--- src/rtl/fifo_stream_reader_if.sv ---
// rtl/fifo_stream_reader_if.sv - valid/ready stream bundle with burst framing
interface fifo_stream_reader_if #(
    parameter int WIDTH = 16
) ();
    logic             valid;
    logic             ready;
    logic [WIDTH-1:0] data;
    logic             last;

    modport master (output valid, output data, output last, input ready);
    modport slave  (input valid, input data, input last, output ready);
endinterface

--- src/rtl/fifo_stream_reader.sv ---
// rtl/fifo_stream_reader.sv - FIFO read-port drainer to framed stream; optional checker FIFO_READER_UNDERFLOW_CHK_EN
module fifo_stream_reader #(
    parameter int FIFO_WIDTH = 16,
    parameter int BURST_LEN  = 4
) (
    input  logic                  clk,
    input  logic                  rst,
    input  logic                  en,
    input  logic                  fifo_empty,
    input  logic [FIFO_WIDTH-1:0] fifo_data_out,
    input  logic                  fifo_underflow,
    output logic                  fifo_rd_en,
    fifo_stream_reader_if.master  m,
    output logic                  busy,
    output logic                  err
);
    localparam int                BEAT_W   = (BURST_LEN > 1) ? $clog2(BURST_LEN) : 1;
    localparam logic [BEAT_W-1:0] BEAT_MAX = BEAT_W'(BURST_LEN - 1);

    logic                  inflight;
    logic [1:0]            occ;
    logic [1:0]            wr_ptr;
    logic [1:0]            rd_ptr;
    logic [BEAT_W-1:0]     beat;
    logic [FIFO_WIDTH-1:0] buf_mem [3];
    logic [2:0]            committed;
    logic                  capture;
    logic                  pop;

    // Three-slot ring pointer: 0 -> 1 -> 2 -> 0.
    function automatic logic [1:0] ptr_inc(input logic [1:0] p);
        return (p == 2'd2) ? 2'd0 : p + 2'd1;
    endfunction

    // Slots already promised: buffered words plus the word on its way from the FIFO.
    assign committed  = {1'b0, occ} + {2'b00, inflight};
    assign fifo_rd_en = en & ~fifo_empty & (committed < 3'd3) & ~rst;
    assign capture    = inflight;

    assign m.valid = (occ != 2'd0);
    assign m.data  = buf_mem[rd_ptr];
    assign m.last  = m.valid & (beat == BEAT_MAX);
    assign pop     = m.valid & m.ready;
    assign busy    = m.valid | inflight;

    // A read strobed last cycle has its data on fifo_data_out this cycle.
    always_ff @(posedge clk or posedge rst) begin
        if (rst) begin
            inflight <= 1'b0;
        end else begin
            inflight <= fifo_rd_en;
        end
    end

    // Ring pointers and occupancy; capture and pop together leave occ unchanged.
    always_ff @(posedge clk or posedge rst) begin
        if (rst) begin
            occ    <= 2'd0;
            wr_ptr <= 2'd0;
            rd_ptr <= 2'd0;
        end else begin
            if (capture) begin
                wr_ptr <= ptr_inc(wr_ptr);
            end
            if (pop) begin
                rd_ptr <= ptr_inc(rd_ptr);
            end
            case ({capture, pop})
                2'b10:   occ <= occ + 2'd1;
                2'b01:   occ <= occ - 2'd1;
                default: occ <= occ;
            endcase
        end
    end

    // Buffer storage; cleared on reset so m_data reads zero while idle after reset.
    always_ff @(posedge clk or posedge rst) begin
        if (rst) begin
            for (int i = 0; i < 3; i++) begin
                buf_mem[i] <= '0;
            end
        end else if (capture) begin
            buf_mem[wr_ptr] <= fifo_data_out;
        end
    end

    // Beat counter advances on each accepted word and wraps at the burst length.
    always_ff @(posedge clk or posedge rst) begin
        if (rst) begin
            beat <= '0;
        end else if (pop) begin
            beat <= (beat == BEAT_MAX) ? '0 : beat + BEAT_W'(1);
        end
    end

`ifdef FIFO_READER_UNDERFLOW_CHK_EN
    // Sticky error on FIFO underflow or a read strobe against an empty FIFO.
    always_ff @(posedge clk or posedge rst) begin
        if (rst) begin
            err <= 1'b0;
        end else if (fifo_underflow | (fifo_rd_en & fifo_empty)) begin
            err <= 1'b1;
        end
    end
`else
    logic unused_underflow;
    assign unused_underflow = fifo_underflow;
    assign err              = 1'b0;
`endif

endmodule
--- src/flat_wrapper.sv ---
// flat-port wrapper written by rule: the top's interface ports become plain ports
module fifo_stream_reader_flat 
#(
    parameter int FIFO_WIDTH = 16,
    parameter int BURST_LEN  = 4
)
  (clk, rst, en, fifo_empty, fifo_data_out, fifo_underflow, fifo_rd_en, busy, err, m_valid, m_data, m_last, m_ready);
  fifo_stream_reader_if m_i ();
  input  logic clk;
  input  logic rst;
  input  logic en;
  input  logic fifo_empty;
  input  logic [FIFO_WIDTH-1:0] fifo_data_out;
  input  logic fifo_underflow;
  output logic fifo_rd_en;
  output logic busy;
  output logic err;
  output wire logic [$bits(m_i.valid)-1:0] m_valid;
  output wire logic [$bits(m_i.data)-1:0] m_data;
  output wire logic [$bits(m_i.last)-1:0] m_last;
  input wire logic [$bits(m_i.ready)-1:0] m_ready;
  assign m_valid = m_i.valid;
  assign m_data = m_i.data;
  assign m_last = m_i.last;
  assign m_i.ready = m_ready;
  fifo_stream_reader #(.FIFO_WIDTH(FIFO_WIDTH), .BURST_LEN(BURST_LEN)) u_core (.clk(clk), .rst(rst), .en(en), .fifo_empty(fifo_empty), .fifo_data_out(fifo_data_out), .fifo_underflow(fifo_underflow), .fifo_rd_en(fifo_rd_en), .m(m_i), .busy(busy), .err(err));
endmodule
--- config.mk ---
export PLATFORM = sky130hd
export DESIGN_NAME = fifo_stream_reader_flat
export DESIGN_NICKNAME = d
export VERILOG_FILES = /design/src/rtl/fifo_stream_reader_if.sv /design/src/rtl/fifo_stream_reader.sv /design/src/flat_wrapper.sv
export SDC_FILE = /design/constraint.sdc
export NUM_CORES = 1
export LEC_CHECK = 0
export ABC_AREA = 1
export CORE_ASPECT_RATIO = 0.8
export CORE_MARGIN = 3
export CORE_UTILIZATION = 35
export CTS_BUF_LIST = sky130_fd_sc_hd__clkbuf_16
export DETAILED_ROUTE_END_ITERATION = 10
export SLEW_MARGIN = 20
export SYNTH_ARGS = -nofsm -noshare
export SYNTH_HDL_FRONTEND = slang
export SYNTH_SLANG_ARGS = --single-unit
--- constraint.sdc ---
create_clock -name clk -period 2.3 [get_ports clk]
set_input_delay 0.46 -clock clk [delete_from_list [all_inputs] [get_ports clk]]
set_output_delay 0.46 -clock clk [all_outputs]
set_load 0.01 [all_outputs]
==> results.toml <==
[yosys]
yosysTopAreaCell = "dfrtp_1"
synthesis.area_sq_um = 2590
yosys-top-cells-area = "dfrtp_1, nand2_1, o21ai_1, inv_1, nand3_1"
synth_ff_type = "dfrtp_1"
synth-edff-count = 0
yosysWarnings = 0
avgSynthCellArea_sq_um = 8.65
synth_nets = 325
yosys.cell_count.top_type = "nand2_1"
postSynthCellCount = 299
ys_seq_elements = 57
yosysSeqAreaShare_pct = 55.1
synthArstFlopShare_pct = 100
synth_common_cells = "nand2_1, dfrtp_1, o21ai_1"
ys_types = 20
yosys.area.top_type_share_pct = 55.1

[cells_and_area]
design_area_sq_um = 3430
diodes = 0
regArea_sq_um = 1430
multi_input_area_sq_um = 948
nets = 377
drive_gt1_share_pct = 12.4
nFillCells = 710
syn_to_final_growth_pct = 32.7

[die]
core_region_area_sq_um = 7030
die_w_um = 102
die_y_um = 82.9
rows = 27
ios = 43
start_util_pct = 36.8
dieArea_sq_um = 8470

[timing]
finalHoldViolCount = 0
timing.final.crit_period_ns = 2.23
setup_viol = 0
slew_headroom_pct = 55.0
whs_ns = 0.477
clock_skew_ns = 0.00563
worst_pin_slew_ns = 0.675
max_freq_mhz = 448
period_share_pct = 97.0
slew_viol_final = 0
finalSetupTns_ns = 0

[global_routing]
grt.total_usage_pct = 14.3
grt_first_pass_wirelength_mm = 9.32
grt-ovfl-total = 0
grt_start_max_net_pins = 58
antenna_found_initial = 0
grt_pass1_vias = 1938

[setup_path]
cp_slowest_stage_delay_ns = 0.54
path_class = "register to output port"
critPathArrivalTime_ns = 1.77
cpMaxStageDelayCell = "clkdlybuf4s50_1"
path_delay_family = "buffers and inverters"
path_cells = "inv_1 > nor2_4 > buf_4 > nand2_1 > nand3_1 > clkdlybuf4s50_1"
path_buf_inv = 3
critPathMaxFanout = 4
cp.required_ns = 1.84
critPathCaptureType = "output port"
startpoint_type = "register"

[clock_tree]
cts_num_sinks = 57
root_buffer = "clkbuf_16"
cts_made_buffers = 9
cts_htree_levels = 3
clk_pin_slew_ns = 0.05
tritoncts = "built"
clk-insertion-delay-late_ns = 0.32
cts_buffer_depth = 2

[power_and_ir_drop]
internal-power_uw = 3390
power_uw = 5160
swShare_pct = 34.2
comb_power_share_pct = 41.2
p_leak_uw = 0.00185
pwr-share-clk_pct = 24.0
seqPwrFrac_pct = 34.8
ir_worst_vdd_uv = 593
p_per_area_nw_per_um2 = 1500
switching_power_uw = 1770

[detailed_routing]
vias = 2054
drc = 0
via_per_inst = 4.65
antenna_left = 0
drt_wl_total_mm = 5.48
wl_per_cell_um = 12.4
drt_iter0_drc = 101
dr.pass1.iters = 4

[place]
io_buffers = 40
place.detailed.hpwl_mm = 3.56
gp_congestion = 0.695
place_area_sq_um = 3080

[hold_path]
min_path_type = "register to register"

[run]
cap_violations = 0

[outcome]
status = "finished, final reports clean"
-- sequential cells by signal (all words and copies together), names as in the netlist --
register / count
u_core.capture: 1
u_core.buf_mem: 48
u_core.beat: 2
u_core.wr_ptr: 2
u_core.rd_ptr: 2
u_core.occ: 2
-- cells in the final DEF (no fill, tap or decap), types with 2 or more instances in the layout --
| master | instances |
|---|---|
| nand2_1 | 110 |
| dfrtp_1 | 56 |
| o21ai_1 | 35 |
| inv_1 | 29 |
| clkdlybuf4s50_1 | 25 |
| nand3_1 | 18 |
| dlymetal6s2s_1 | 14 |
| buf_4 | 11 |
| o21ai_2 | 9 |
| clkbuf_16 | 9 |
| o21ai_0 | 8 |
| nor2_1 | 5 |
| ha_1 | 4 |
| nand3_2 | 3 |
| inv_2 | 2 |
| nor2_4 | 2 |
| clkinv_2 | 2 |
| clkinv_1 | 2 |
| buf_6 | 2 |
-- final cells by class --
type	instances	area share, %
flip-flops and latches	57	41.6
well taps	87	3.17
multi-input cells	199	27.6
clock inverters	6	1.49
inverters	30	3.28
repair buffers	54	16.3
clock buffers	9	6.56
-- worst paths after layout --
| kind | start | endpoint | slack [ns] | depth (start not counted) |
|---|---|---|---|---|
| min reg2reg | u_core.beat[1] | u_core.beat[1] | 0.48 | 2 |
| min | u_core.beat[1] | u_core.beat[1] | 0.48 | 2 |
| max reg2reg | u_core.occ[0] | u_core.occ[1] | 0.79 | 8 |
| min in group asynchronous | rst | u_core.occ[0] | 0.52 | 3 |
| max | u_core.rd_ptr[1] | m_data[1] | 0.07 | 6 |
| max in group asynchronous | rst | u_core.rd_ptr[0] | 1.50 | 3 |
-- per-stage QoR --
step                setup WS (ns)  std cells  utilization, %
finish                     0.0679        442            48.9
global placement           0.0455        422            43.8
CTS                        0.0261        440            48.0
detailed placement         0.0454        422            43.8
global route             -0.00362        442            48.9
floorplan                   0.440        299               -
-- repair_timing --
action,CTS,global route
pin swaps,1,0
hold buffers,0,0
endpoints found under the setup margin,17,16
buffers inserted,3,2
cloned,0,0
resized for setup,2,16
hold endpoints to repair,0,0
-- power groups by stage --
stage	clock [uW]	sequential, uW	combinational (uW)
3_5_place_dp	0	1800	2150
3_3_place_gp	0	1780	2110
2_1_floorplan	0	1740	1250
6_report	1240	1790	2130
5_1_grt	1320	1850	2420
4_1_cts	1260	1790	2190
-- per-layer routing --
layer / GRT usage, % / up-vias / wire (um)
li1: - / 1047 / -
met4: 4.29 / 0 / 56
met2: 20.5 / 41 / 2480
met5: 0 / - / 0
met1: 19.6 / 958 / 2620
met3: 6.21 / 8 / 319
-- cell families after synthesis --
family | Yosys count | share of synthesized area [%]
fa+ha+maj | 4 | 1.93
compound gates | 53 | 11.6
xor+xnor | 1 | 0.339
flops | 57 | 55.1
simple gates | 140 | 22.7
buf+inv | 43 | 8.22
other cells | 1 | 0.145
-- worst min-delay path: stages, from the launching register on --
cell     delay (ns)
dfrtp_1        0.34
nand2_1        0.06
nand2_1        0.05
Power figures use the tool's default switching activity.
